[src/rtl/median_pkg.sv]
// Shared types and constants for the binary 3x3 median frame scanner.
package median_pkg;

  typedef enum logic [2:0] {
    ST_IDLE  = 3'd0,
    ST_FETCH = 3'd1,
    ST_DRAIN = 3'd2,
    ST_EMIT  = 3'd3,
    ST_DONE  = 3'd4
  } state_e;

  localparam int ADDR_W   = 8;
  localparam int SUM_W    = 4;
  localparam int WIN_TAPS = 9;
  localparam int K_W      = 4;

  // Window taps in row-major order, top-left first.
  localparam logic signed [1:0] DX [0:8] = '{
    -2'sd1, 2'sd0, 2'sd1,
    -2'sd1, 2'sd0, 2'sd1,
    -2'sd1, 2'sd0, 2'sd1
  };
  localparam logic signed [1:0] DY [0:8] = '{
    -2'sd1, -2'sd1, -2'sd1,
     2'sd0,  2'sd0,  2'sd0,
     2'sd1,  2'sd1,  2'sd1
  };

endpackage

[src/rtl/median_nbr_addr.sv]
// Neighbour address generator: maps pixel (x, y) and tap k to a frame address.
module median_nbr_addr
  import median_pkg::*;
#(
  parameter int WIDTH  = 128,
  parameter int HEIGHT = 128
) (
  input  logic [ADDR_W-1:0] x_i,
  input  logic [ADDR_W-1:0] y_i,
  input  logic [K_W-1:0]    k_i,
  output logic [ADDR_W-1:0] rd_x_o,
  output logic [ADDR_W-1:0] rd_y_o,
  output logic              in_range_o
);

  logic [K_W-1:0]    idx;
  logic signed [1:0] dx;
  logic signed [1:0] dy;
  logic signed [8:0] nx;
  logic signed [8:0] ny;
  logic              x_ok;
  logic              y_ok;

  // 9-bit signed sums: -1 and 256 both land with bit 8 set, so edges never wrap into the frame.
  always_comb begin
    idx        = (k_i < K_W'(WIN_TAPS)) ? k_i : '0;
    dx         = DX[idx];
    dy         = DY[idx];
    nx         = $signed({1'b0, x_i}) + $signed({{7{dx[1]}}, dx});
    ny         = $signed({1'b0, y_i}) + $signed({{7{dy[1]}}, dy});
    x_ok       = !nx[8] && (nx[7:0] <= ADDR_W'(WIDTH - 1));
    y_ok       = !ny[8] && (ny[7:0] <= ADDR_W'(HEIGHT - 1));
    in_range_o = x_ok && y_ok;
    rd_x_o     = in_range_o ? nx[7:0] : '0;
    rd_y_o     = in_range_o ? ny[7:0] : '0;
  end

endmodule

[src/rtl/median_scan_ctrl.sv]
// Frame sequencer for the binary 3x3 median filter: raster scan, 9-tap fetch,
// popcount threshold, and pixel output over a write/writeReady handshake.
module median_scan_ctrl
  import median_pkg::*;
#(
  parameter int WIDTH     = 128,
  parameter int HEIGHT    = 128,
  parameter int THRESHOLD = 4
) (
  input  logic              clk,
  input  logic              reset,
  input  logic              startFilter,
  output logic              busy,
  output logic              done,
  output logic              rdEn,
  output logic [ADDR_W-1:0] rdX,
  output logic [ADDR_W-1:0] rdY,
  input  logic              rdData,
  output logic [ADDR_W-1:0] xAddress,
  output logic [ADDR_W-1:0] yAddress,
  output logic              eventOut,
  output logic              write,
  input  logic              writeReady
);

  // Handshake: a pixel transfers on a rising edge where write && writeReady;
  // write, xAddress, yAddress and eventOut are registered and hold until then.

  state_e             state_q, state_d;
  logic [ADDR_W-1:0]  x_q, x_d, y_q, y_d;
  logic [K_W-1:0]     k_q, k_d;
  logic [SUM_W-1:0]   sum_q, sum_d, sum_in;
  logic               pend_q, pend_d;
  logic               write_q, write_d, event_q, event_d;
  logic [ADDR_W-1:0]  xaddr_q, xaddr_d, yaddr_q, yaddr_d;
  logic [ADDR_W-1:0]  nbr_x, nbr_y;
  logic               nbr_ok, last_k, last_x, last_y, xfer;

  median_nbr_addr #(.WIDTH(WIDTH), .HEIGHT(HEIGHT)) u_nbr (
    .x_i        (x_q),
    .y_i        (y_q),
    .k_i        (k_q),
    .rd_x_o     (nbr_x),
    .rd_y_o     (nbr_y),
    .in_range_o (nbr_ok)
  );

  assign last_k = (k_q == K_W'(WIN_TAPS - 1));
  assign last_x = (x_q == ADDR_W'(WIDTH - 1));
  assign last_y = (y_q == ADDR_W'(HEIGHT - 1));
  assign xfer   = (state_q == ST_EMIT) && write_q && writeReady;
  // pend_q marks that last cycle issued a read, so rdData is valid now.
  assign sum_in = sum_q + {{(SUM_W-1){1'b0}}, pend_q & rdData};

  always_ff @(posedge clk or posedge reset) begin
    if (reset) state_q <= ST_IDLE;
    else       state_q <= state_d;
  end

  always_comb begin
    state_d = state_q;
    unique case (state_q)
      ST_IDLE:  if (startFilter) state_d = ST_FETCH;
      ST_FETCH: if (last_k) state_d = ST_DRAIN;
      ST_DRAIN: state_d = ST_EMIT;
      ST_EMIT:  if (xfer) state_d = (last_x && last_y) ? ST_DONE : ST_FETCH;
      ST_DONE:  state_d = ST_IDLE;
      default:  state_d = ST_IDLE;
    endcase
  end

  always_comb begin
    busy = (state_q != ST_IDLE);
    done = (state_q == ST_DONE);
    rdEn = 1'b0;
    rdX  = '0;
    rdY  = '0;
    if (state_q == ST_FETCH && nbr_ok) begin
      rdEn = 1'b1;
      rdX  = nbr_x;
      rdY  = nbr_y;
    end
  end

  always_comb begin
    x_d     = x_q;
    y_d     = y_q;
    k_d     = k_q;
    sum_d   = sum_q;
    pend_d  = 1'b0;
    write_d = write_q;
    xaddr_d = xaddr_q;
    yaddr_d = yaddr_q;
    event_d = event_q;
    unique case (state_q)
      ST_IDLE: begin
        if (startFilter) begin
          x_d   = '0;
          y_d   = '0;
          k_d   = '0;
          sum_d = '0;
        end
      end
      ST_FETCH: begin
        sum_d  = sum_in;
        pend_d = rdEn;
        k_d    = last_k ? '0 : k_q + 1'b1;
      end
      ST_DRAIN: begin
        sum_d   = sum_in;
        write_d = 1'b1;
        xaddr_d = x_q;
        yaddr_d = y_q;
        event_d = (sum_in > SUM_W'(THRESHOLD));
      end
      ST_EMIT: begin
        if (xfer) begin
          write_d = 1'b0;
          xaddr_d = '0;
          yaddr_d = '0;
          event_d = 1'b0;
          sum_d   = '0;
          k_d     = '0;
          if (last_x && last_y) begin
            x_d = '0;
            y_d = '0;
          end else if (last_x) begin
            x_d = '0;
            y_d = y_q + 1'b1;
          end else begin
            x_d = x_q + 1'b1;
          end
        end
      end
      default: ;
    endcase
  end

  always_ff @(posedge clk or posedge reset) begin
    if (reset) begin
      x_q     <= '0;
      y_q     <= '0;
      k_q     <= '0;
      sum_q   <= '0;
      pend_q  <= 1'b0;
      write_q <= 1'b0;
      xaddr_q <= '0;
      yaddr_q <= '0;
      event_q <= 1'b0;
    end else begin
      x_q     <= x_d;
      y_q     <= y_d;
      k_q     <= k_d;
      sum_q   <= sum_d;
      pend_q  <= pend_d;
      write_q <= write_d;
      xaddr_q <= xaddr_d;
      yaddr_q <= yaddr_d;
      event_q <= event_d;
    end
  end

  assign write    = write_q;
  assign xAddress = xaddr_q;
  assign yAddress = yaddr_q;
  assign eventOut = event_q;

endmodule

[config.mk]
export PLATFORM = sky130hd
export DESIGN_NAME = median_scan_ctrl
export DESIGN_NICKNAME = d
export VERILOG_FILES = /design/src/rtl/median_pkg.sv /design/src/rtl/median_nbr_addr.sv /design/src/rtl/median_scan_ctrl.sv
export SDC_FILE = /design/constraint.sdc
export NUM_CORES = 1
export LEC_CHECK = 0
export ABC_AREA = 1
export CORE_ASPECT_RATIO = 0.6
export CORE_MARGIN = 5
export CORE_UTILIZATION = 43
export CTS_BUF_LIST = sky130_fd_sc_hd__clkbuf_16
export DETAILED_ROUTE_END_ITERATION = 8
export GPL_ROUTABILITY_DRIVEN = 0
export PLACE_DENSITY_LB_ADDON = 0.08
export SYNTH_ARGS = -nofsm -noshare
export SYNTH_HDL_FRONTEND = slang
export SYNTH_SLANG_ARGS = --single-unit
[constraint.sdc]
create_clock -name clk -period 4.4 [get_ports clk]
set_input_delay 0.88 -clock clk [delete_from_list [all_inputs] [get_ports clk]]
set_output_delay 0.88 -clock clk [all_outputs]
set_load 0.01 [all_outputs]
==> results of run 1 <==
[area by class of cell]
cell class | instances | share of cell area, %
multi-input combinational | 308 | 43.9
tap | 104 | 3.28
clock inverter | 2 | 0.853
timing repair buffer | 63 | 13.0
clock buffer | 5 | 3.16
inverter | 71 | 6.73
sequential | 46 | 29.0
[power by group through the flow]
stage / clock, W / combinational, W / sequential (W)
after floorplan: 0 / 0.00143 / 0.000633
after global placement: 0 / 0.00202 / 0.000628
after detailed placement: 0 / 0.00203 / 0.000630
after CTS: 0.000426 / 0.00204 / 0.000624
after global routing: 0.000445 / 0.00237 / 0.000642
final: 0.000417 / 0.00210 / 0.000627
[per-layer routing]
layer / vias to the layer above / wire length (um) / GRT usage, %
met1: 1380 / 4270 / 26.5
met4: 0 / 34 / 3.39
met3: 4 / 390 / 4.23
li1: 1529 / - / -
met2: 67 / 3330 / 26.5
met5: - / 0 / 0
[timing repair]
action | in CTS | in global routing
pin swaps | 1 | 6
buffers inserted | 0 | 3
setup endpoints to repair | 15 | 15
gates resized for setup | 21 | 47
hold buffers | 0 | 0
gates cloned | 0 | 0
[stage by stage]
step	setup TNS, ns	cell area (sq um)	power [W]	util [%]
2_1_floorplan	0	3190	0.00206	-
3_5_place_dp	-0.680	3800	0.00266	52.5
4_1_cts	-0.000476	3950	0.00309	54.6
5_1_grt	-0.142	3960	0.00345	54.8
3_3_place_gp	-0.0329	3800	0.00264	52.5
6_report	0	3960	0.00314	54.8
[final timing paths]
path / startpoint / endpoint / slack [ns] / cells after the start
setup reg to reg: k_q[0]$_DFFE_PP0P_ / pend_q$_DFF_PP0_ / 1.54 / 27
setup / recovery: k_q[0]$_DFFE_PP0P_ / rdY[3] / 0.26 / 28
max in group asynchronous: reset / x_q[2]$_DFFE_PP0P_ / 2.69 / 2
hold reg to reg: sum_q[0]$_DFFE_PP0P_ / sum_q[0]$_DFFE_PP0P_ / 0.50 / 2
hold / removal: sum_q[0]$_DFFE_PP0P_ / sum_q[0]$_DFFE_PP0P_ / 0.50 / 2
min in group asynchronous: reset / sum_q[2]$_DFFE_PP0P_ / 1.12 / 2
[cells by family after synthesis]
logic type / count (synthesis)
buffers and inverters: 83
DFF: 46
other: 1
AOI/OAI and AO/OA: 72
and+or+nand+nor: 209
xor gates and xnor gates: 12
adders and majority gates: 13
[worst min-delay path, delay by kind of cell (launching register included)]
family          cells  cell delay [ns]
compound gates      1             0.06
simple gates        1             0.05
flops               1             0.35
[sequential cells by signal, summed over array words and instances (netlist names)]
register	cells
sum_q	4
y_q	8
pend_q	1
yAddress	8
write	1
eventOut	1
k_q	4
state_q	3
xAddress	8
x_q	8
[cells in the final DEF, fill, tap and decap left out, drive strengths merged, types with 5 or more instances in the layout]
master and n:
xnor2 7, clkdlybuf4s50 24, xor2 5, a21oi 10
inv 69, clkbuf 17, nor3 10, nand3 59
o21ai 47, dfrtp 46, ha 13, nand2 92
buf 27, nor2 45
==> results.md, run 1 <==
- Critical Path AT: ~3.3 ns
- Hold Vio Cnt, Final: 0
- Synth Flop Type: dfrtp_1
- FF/Latch Area: 1150 sq um
- DRT iter0 DRCs: 172
- Clock-pin slew on the worst setup and hold paths: 0.06 ns
- Dpl ws: -0.0937 ns
- Root buffer cell: clkbuf_16
- Seq cells post-synth: 46
- Distinct cells, synth: 38
- Clock sinks: 46
- Synth top area cells: dfrtp_1 36%, nand2_1 9.6%, nand3_1 8.5%, inv_1 7.7%, o21ai_0 7.2%
- Final Cycle Share: ~94%
- Number of synthesized flops with an enable pin: 0
- Post-synthesis adder-cell area fraction: 5.11%
- NetSw: 0.00151 W
- Max-slew headroom: 23.2%
- Combinational share of power: approximately two thirds
- ANT cells: 0
- CTS max path bufs: 2
- Final setup viols: 0
- Clock latency on the worst-skew pair: 0.29 ns
- CP dominant cell by count: nand2_1
- Hold WC Path Type: flop to flop
- Clock Power Share: between 10% and 20%
- Chip Width: 121 um
- DP Cell Count: slightly below 600
- Mux contribution to synthesized area: 0%
- DRC viols: 0
- Total global routing overflow: 0
- Cell family with most CP delay: simple AND/OR/NAND/NOR gates
- Startpoint types: flop
- Number of buffers created by CTS: 5
- First-pass DRT Iterations: 4
- Max-cap violations: 0
- Finished Layout Cells: around 600
- Core Box Area: 7240 sq um
- Initial Util: 44.0%
- Share of layout cells above drive strength 1: 19.8%
- Switching Share: 48.0%
- Largest net degree at the start of global routing: 47
- Max Fclk: 0.241 GHz
- Hold slack: 0.496 ns
- Fin crit period: 4.14 ns
- Area Overhead vs Synth: 24.5%
- Cell row count: 24
- Syn Area/Cell: about 7.3 sq um
- Fill count: approximately 700
- Cell Int Power: roughly 0.0016 W
- Cell area after synthesis: about 3200 sq um
- XOR/XNOR Fraction of Synth Area: 3.30%
- Main combinational cell family by area after synthesis: simple AND/OR/NAND/NOR gates
- Crit Path Class: flop to primary output
- Most numerous cell in the Yosys netlist: nand2_1
- Pleak: about 2 nW
- Crit-path slowest cell: dfrtp_1
- Sequential area share after synthesis: 36.2%
- # port buffers: 39
- Initial antenna violation count: 0
- Full die area: 9280 sq um
- Yosys top cell by area: dfrtp_1
- Global-route wire length before repair: 13700 um
- Complex-gate fraction of the synthesized area: 13.6%
- Die H: 76.6 um
- Slowest stage delay, CP: approximately 0.39 ns
- CTS tree: yes
- Syn Inst Count: between 400 and 500
- Flop pwr share: 20.0%
- Clk_skew: about 0.005 ns
- Via count: 2980
- Via density per instance: 4.97
- CP Buf/Inv Count: 9
- Final Max Tran Viols: 0
- Dpl hpwl: 6170 um
- H-tree depth: 2
- Worst Max-Slew Pin Slew: 1.15 ns
- Setup ws final: 0.257 ns
- Total track usage: 17.9%
- Post-DR wirelength/cell: 13.4 um
- Worst Setup End Kind: primary output
- Outcome: finished, final reports clean
- Crit-path max FO: 7
- Worst path required time: 3.52 ns
- PwrDens: 793 nW/um^2
- Layout Nets: 513
- Simple-gate portion of the synthesized area: between 30% and 40%
- Synth warn: 0
- Vias in the first global route: 2839
- Peak supply drop: 0.398 mV
- Synth async-reset ratio: 100%
- Antenna-violating nets left: 0
- Area occupied by multi-input gates: 1740 sq um
- Area share of the largest cell type after synthesis: 36.2%
- Drt total wl: between 8000 and 9000 um
- # IOs: 42
- Synth top cells by count: 81 x nand2_1, 65 x inv_1, 54 x nand3_1, 46 x dfrtp_1, 46 x o21ai_0
Note: power is estimated with default switching activity, not from simulation.
==> run 2, diff against run 1 <==
--- a/config.mk
+++ b/config.mk
@@ -6,7 +6,6 @@
 export NUM_CORES = 1
 export LEC_CHECK = 0
 export ABC_AREA = 1
-export CORE_ASPECT_RATIO = 0.6
 export CORE_MARGIN = 5
 export CORE_UTILIZATION = 43
 export CTS_BUF_LIST = sky130_fd_sc_hd__clkbuf_16
==> run 2 against run 1 <==
  * Via count increased by 0.50%
  * Sequential share of layout area grew 0.16 points
  * Combinational power shrank 2%
  * Maximum frequency grew 0.18%
  * Setup slack improved by 0.0074 ns
  * Clock skew up 0.00069 ns
  * Core utilization decreased by 0.12 points
  * Clock-buffer cell count is the same
  * Largest power group unchanged
  * Routed wire length shrank 1.7%
  * Cell count fell by 1.0%
==> results.md, run 2 (synthesis gave the netlist of run 1 again) <==
- # port buffers: 39 (unchanged)
- Global-route wire length before repair: 13600 um (-0.86%)
- Final setup viols: 0 (unchanged)
- Clock Power Share: 11.7% (-1.6 points)
- DRT iter0 DRCs: 107 (-38%)
- First-pass DRT Iterations: 4 (unchanged)
- Max Fclk: 0.242 GHz (+0.18%)
- Clock-pin slew on the worst setup and hold paths: 0.06 ns (about the same)
- Cell row count: 31 (+29%)
- Reg2reg setup slack: 1.51 ns (-0.03 ns)
- Worst path required time: 3.52 ns (about the same)
- DRC viols: 0 (unchanged)
- Reg2Reg Depth: 24 (-11%)
- Initial antenna violation count: 0 (unchanged)
- Number of buffers created by CTS: 5 (unchanged)
- Dpl ws: -0.0668 ns (+0.0269 ns)
- Worst Setup End Kind: primary output
- FF-to-FF Start: k_q[1]$_DFFE_PP0P_
- Worst setup startpoint: k_q[1]$_DFFE_PP0P_
- Dpl hpwl: 5900 um (-4.5%)
- ANT cells: 0 (unchanged)
- PwrDens: 773 nW/um^2 (-2.5%)
- Post-DR wirelength/cell: 13.3 um (-0.69%)
- Total global routing overflow: 0 (unchanged)
- Layout Nets: 511 (-0.39%)
- Total track usage: 18.6% (+0.68 points)
- Largest net degree at the start of global routing: 47 (unchanged)
- Combinational share of power: 67.8% (+1.0 points)
- Crit Path Class: flop to primary output
- Outcome: finished, final reports clean
- Drt total wl: 7890 um (-1.7%)
- Hold Vio Cnt, Final: 0 (unchanged)
- End point of the critical path: rdY[4]
- Via count: 2995 (+0.50%)
- Commonest non-fill, non-tap cell in the layout: nand2_1
- H-tree depth: 2 (unchanged)
- Final Max Tran Viols: 0 (unchanged)
- Share of layout cells above drive strength 1: 19.4% (-0.36 points)
- Max-slew headroom: 26.0% (+2.7 points)
- CTS max path bufs: 2 (unchanged)
- NetSw: 0.00148 W (-1.8%)
- Initial Util: 44.1% (+0.14 points)
- Final Cycle Share: 94.0% (-0.17 points)
- Peak supply drop: 0.365 mV (-8.3%)
- Cell Int Power: 0.00157 W (-4.1%)
- Critical Path AT: 3.26 ns (about the same)
- Via density per instance: 5.05 (+1.5%)
- Fin crit period: 4.14 ns (-0.00737 ns)
- Clk_skew: 0.00564 ns (+0.000688 ns)
- Setup ws final: 0.265 ns (+0.00737 ns)
- Die H: 96.0 um (+25%)
- Hold WC Path Type: flop to flop
- Crit-path max FO: 8 (+1)
- Reg2reg end: pend_q$_DFF_PP0_
- Antenna-violating nets left: 0 (unchanged)
- Area Overhead vs Synth: 23.9%
- Vias in the first global route: 2990 (+5.3%)
- Max-cap violations: 0 (unchanged)
- Startpoint types: flop
- Pwr Total: 0.00305 W (-3.0%)
- Pleak: 1.94 nW (-0.39%)
- Hold buffers post-CTS: 0 (unchanged)
- Flop pwr share: 20.5% (+0.5 points)
- Switching Share: 48.6% (+0.59 points)
- Commonest non-fill, non-tap cells in the layout: 76 x nand2_1, 63 x inv_1, 52 x nand3_1
- Chip Width: 96.0 um (-21%)
- # IOs: 42 (unchanged)
- Clock sinks: 46 (unchanged)
- Root buffer cell: clkbuf_16
- Full die area: 9220 sq um (-0.61%)
- CTS tree: yes
- Core Box Area: 7210 sq um (-0.31%)
- Clock latency on the worst-skew pair: 0.28 ns (about the same)
- Worst Max-Slew Pin Slew: 1.11 ns (-0.0409 ns)
## run 2: final cells by class
cell class | instances | area, sq um
well taps | 99 | 124
clock inverters | 3 | 12.5
fillers | 714 | 3270
flip-flops and latches | 46 | 1150
multi-input cells | 308 | 1760
repair buffers | 61 | 504
inverters | 71 | 267
clock buffers | 5 | 125
## run 2: power groups by stage
stage / logic (W) / registers, W / clock network, W
after global routing: 0.00236 / 0.000641 / 0.000383
after global placement: 0.00198 / 0.000627 / 0
after floorplan: 0.00143 / 0.000633 / 0
after CTS: 0.00200 / 0.000622 / 0.000366
after detailed placement: 0.00200 / 0.000629 / 0
final: 0.00206 / 0.000624 / 0.000358
## run 2: what timing repair did
action	in CTS	in global routing
setup buffers	1	2
endpoints found under the setup margin	15	15
resized for setup	17	56
pin swaps	1	4
## run 2: worst min path at each step
stage | start | end | depth (start not counted)
final | sum_q[0]$_DFFE_PP0P_ | sum_q[0]$_DFFE_PP0P_ | 2
after detailed placement | sum_q[0]$_DFFE_PP0P_ | sum_q[0]$_DFFE_PP0P_ | 2
after floorplan | y_q[7]$_DFFE_PP0P_ | state_q[2]$_DFFE_PP0P_ | 1
after CTS | sum_q[0]$_DFFE_PP0P_ | sum_q[0]$_DFFE_PP0P_ | 2
after global placement | sum_q[0]$_DFFE_PP0P_ | sum_q[0]$_DFFE_PP0P_ | 2
after global routing | xAddress[5]$_DFFE_PP0P_ | xAddress[5]$_DFFE_PP0P_ | 2
## run 2: through the flow
stage               hold WS, ns  utilization (%)  cells  setup TNS, ns  cell area (sq um)
global route              0.545             54.6    593      -0.000313               3940
finish                    0.495             54.6    593              0               3940
floorplan                 0.458                -    437              0               3190
detailed placement        0.490             52.4    582         -0.493               3780
global placement          0.480             52.4    582        -0.0143               3780
CTS                       0.505             54.1    591              0               3910
## run 2: metal layers
metal | GRT usage [%] | wire length [um] | up-vias
met5 | 0 | 0 | -
met1 | 22.7 | 3560 | 1404
met2 | 32.7 | 3860 | 54
met3 | 3.44 | 288 | 13
li1 | - | - | 1524
met4 | 6.16 | 176 | 0
## run 2: critical path: stages, from the launching register on
cell,delay [ns]
dfrtp_1,0.37
inv_1,0.08
ha_2,0.18
inv_1,0.05
o21ai_2,0.16
inv_2,0.09
nor2_4,0.09
buf_4,0.13
ha_4,0.14
a21oi_4,0.03
nand3b_1,0.19
ha_2,0.21
ha_1,0.17
inv_1,0.05
nand2_1,0.08
nand3_2,0.08
nand2_2,0.06
nand2_2,0.06
nand2_1,0.05
nand2_1,0.06
nand3_2,0.06
nor2_2,0.11
nand2_2,0.09
buf_12,0.15
nor2_1,0.09
clkbuf_2,0.14
==> run 3, diff against run 2 <==
--- a/config.mk
+++ b/config.mk
@@ -11,7 +11,9 @@
 export CTS_BUF_LIST = sky130_fd_sc_hd__clkbuf_16
 export DETAILED_ROUTE_END_ITERATION = 8
 export GPL_ROUTABILITY_DRIVEN = 0
+export MAX_ROUTING_LAYER = met4
 export PLACE_DENSITY_LB_ADDON = 0.08
+export SLEW_MARGIN = 10
 export SYNTH_ARGS = -nofsm -noshare
 export SYNTH_HDL_FRONTEND = slang
 export SYNTH_SLANG_ARGS = --single-unit
==> run 3 against run 2 <==
  * Total power about the same
  * Cell count unchanged
  * Clock-buffer cell count unchanged
  * Sequential cell count unchanged
  * Global-route usage increased by 0.53 points
  * Maximum frequency about the same
  * Cell area unchanged
  * Clock skew decreased by 0.00093 ns
  * Hold slack about the same
  * Register-to-register slack about the same
  * Critical endpoint unchanged
  * Highest routed layer unchanged
==> results.md, run 3 (synthesis gave the netlist of run 1 again) <==
- Outcome: finished, final reports clean
- Area Overhead vs Synth: 23.9% (unchanged)
- Pleak: 1.94 nW (unchanged)
- Layout Nets: 511 (unchanged)
- Number of buffers created by CTS: 5 (unchanged)
- CTS max path bufs: 2 (unchanged)
- Max-slew headroom: 26.0% (+0.075 points)
- Die H: 96.0 um (unchanged)
- Largest net degree at the start of global routing: 47 (unchanged)
- Commonest non-fill, non-tap cell in the layout: nand2_1
- Reg2reg end: pend_q$_DFF_PP0_
- Flop pwr share: 20.5% (about the same)
- Total track usage: 19.1% (+0.53 points)
- Core Box Area: 7210 sq um (unchanged)
- Crit Path Class: flop to primary output
- Chip Width: 96.0 um (unchanged)
- Hold slack: 0.495 ns (-0.000128 ns)
- Fill count: 714 (unchanged)
- Initial Util: 44.1% (unchanged)
- Worst path required time: 3.52 ns (about the same)
- DRT iter0 DRCs: 101 (-5.6%)
- Hold buffers post-CTS: 0 (unchanged)
- Max-cap violations: 0 (unchanged)
- Hold WC Path Type: flop to flop
- Clk_skew: 0.00471 ns (-0.000931 ns)
- Final Cycle Share: 94.1% (about the same)
- End point of the critical path: rdY[4]
- Cell row count: 31 (unchanged)
- Worst Setup End Kind: primary output
- Critical Path AT: 3.26 ns (about the same)
- Full die area: 9220 sq um (unchanged)
- Via density per instance: 5.05 (about the same)
- Total global routing overflow: 0 (unchanged)
- Startpoint types: flop
- Vias in the first global route: 2990 (unchanged)
- Hold Vio Cnt, Final: 0 (unchanged)
- DRC viols: 0 (unchanged)
- Final Max Tran Viols: 0 (unchanged)
- H-tree depth: 2 (unchanged)
- ANT cells: 0 (unchanged)
- Antenna-violating nets left: 0 (unchanged)
- Crit-path max FO: 9 (+1)
- CTS tree: yes
- FF-to-FF Start: k_q[1]$_DFFE_PP0P_
- Dpl hpwl: 5900 um (unchanged)
- # IOs: 42 (unchanged)
- # port buffers: 39 (unchanged)
- Setup ws final: 0.262 ns (-0.00288 ns)
- Global-route wire length before repair: 13600 um (unchanged)
- Root buffer cell: clkbuf_16
- Clock latency on the worst-skew pair: 0.28 ns (about the same)
- Peak supply drop: 0.365 mV (about the same)
- Dpl ws: -0.0668 ns (unchanged)
- Via count: 2993 (-0.067%)
- Clock sinks: 46 (unchanged)
- Worst Max-Slew Pin Slew: 1.11 ns (-0.00113 ns)
- Max Fclk: 0.242 GHz (about the same)
- Initial antenna violation count: 0 (unchanged)
- First-pass DRT Iterations: 4 (unchanged)
- Clock Power Share: 11.8% (about the same)
- Commonest non-fill, non-tap cells in the layout: 76 x nand2_1, 63 x inv_1, 52 x nand3_1
- Cell Int Power: 0.00157 W (about the same)
- Share of layout cells above drive strength 1: 19.4% (unchanged)
- NetSw: 0.00148 W (about the same)
- Clock-pin slew on the worst setup and hold paths: 0.06 ns (about the same)
- Final setup viols: 0 (unchanged)
- Switching Share: 48.6% (about the same)
- Post-DR wirelength/cell: 13.3 um (+0.32%)
- PwrDens: 773 nW/um^2 (about the same)
- Reg2Reg Depth: 22 (-8.3%)
- Combinational share of power: 67.8% (about the same)
- Reg2reg setup slack: 1.51 ns (about the same)
- Worst setup startpoint: k_q[1]$_DFFE_PP0P_
- Drt total wl: 7910 um (+0.32%)
- Fin crit period: 4.14 ns (+0.00288 ns)
[run 3: routing by layer]
metal / GRT usage, % / routed length (um) / part of all wire (%) / vias up
li1: - / - / - / 1523
met1: 22.7 / 3620 / 46 / 1407
met2: 32.7 / 3850 / 49 / 50
met3: 3.36 / 261 / 3.3 / 13
met4: 6.16 / 180 / 2.3 / 0
met5: - / 0 / 0 / -
[run 3: cell type report]
type | count | area [sq um] | share of cell area (%)
Sequential cell | 46 | 1150 | 29.2
Multi-Input combinational cell | 308 | 1760 | 44.6
Inverter | 71 | 267 | 6.76
Timing Repair Buffer | 61 | 504 | 12.8
Clock buffer | 5 | 125 | 3.17
Tap cell | 99 | 124 | 3.14
Clock inverter | 3 | 12.5 | 0.317
[run 3: critical path, cell delays in order (launching register included)]
cell	delay, ns
dfrtp_1	0.37
inv_1	0.07
ha_2	0.18
inv_1	0.05
o21ai_2	0.16
inv_2	0.09
nor2_4	0.09
buf_4	0.13
ha_1	0.16
inv_1	0.04
nand3_1	0.09
nand3_2	0.11
buf_4	0.19
nand2_1	0.06
nand2_1	0.09
o21bai_2	0.22
nand2_1	0.11
nand3_1	0.08
nand3_1	0.08
nor2_2	0.11
nand2_2	0.10
buf_12	0.15
nor2_1	0.09
clkbuf_2	0.14
[run 3: how the worst min path moves through the flow]
stage / from / endpoint / slack (ns) / cells after the start
2_1_floorplan: y_q[7]$_DFFE_PP0P_ / state_q[2]$_DFFE_PP0P_ / 0.46 / 1
3_3_place_gp: sum_q[0]$_DFFE_PP0P_ / sum_q[0]$_DFFE_PP0P_ / 0.48 / 2
3_5_place_dp: sum_q[0]$_DFFE_PP0P_ / sum_q[0]$_DFFE_PP0P_ / 0.49 / 2
4_1_cts: sum_q[0]$_DFFE_PP0P_ / sum_q[0]$_DFFE_PP0P_ / 0.51 / 2
5_1_grt: xAddress[5]$_DFFE_PP0P_ / xAddress[5]$_DFFE_PP0P_ / 0.55 / 2
6_report: sum_q[0]$_DFFE_PP0P_ / sum_q[0]$_DFFE_PP0P_ / 0.50 / 2
[run 3: per-stage QoR]
stage	cell area (sq um)	instances	power, W	utilization, %	TNS (ns)
after CTS	3910	591	0.00299	54.1	0
after floorplan	3190	437	0.00206	-	0
after global placement	3780	582	0.00261	52.4	-0.0143
final	3940	593	0.00305	54.6	0
after detailed placement	3780	582	0.00263	52.4	-0.493
after global routing	3940	593	0.00338	54.6	-0.000313
[run 3: power by group through the flow]
stage               Combinational [W]  Clock, W  Sequential, W
floorplan                     0.00143         0       0.000633
global placement              0.00198         0       0.000627
detailed placement            0.00200         0       0.000629
CTS                           0.00200  0.000366       0.000622
global route                  0.00236  0.000383       0.000641
finish                        0.00206  0.000359       0.000624
[run 3: timing repair]
| action | CTS | global route |
|---|---|---|
| buffers inserted | 1 | 2 |
| endpoints found under the hold margin | 0 | 0 |
| pin swaps | 1 | 4 |
| gates resized for setup | 17 | 56 |
| setup endpoints to repair | 15 | 15 |
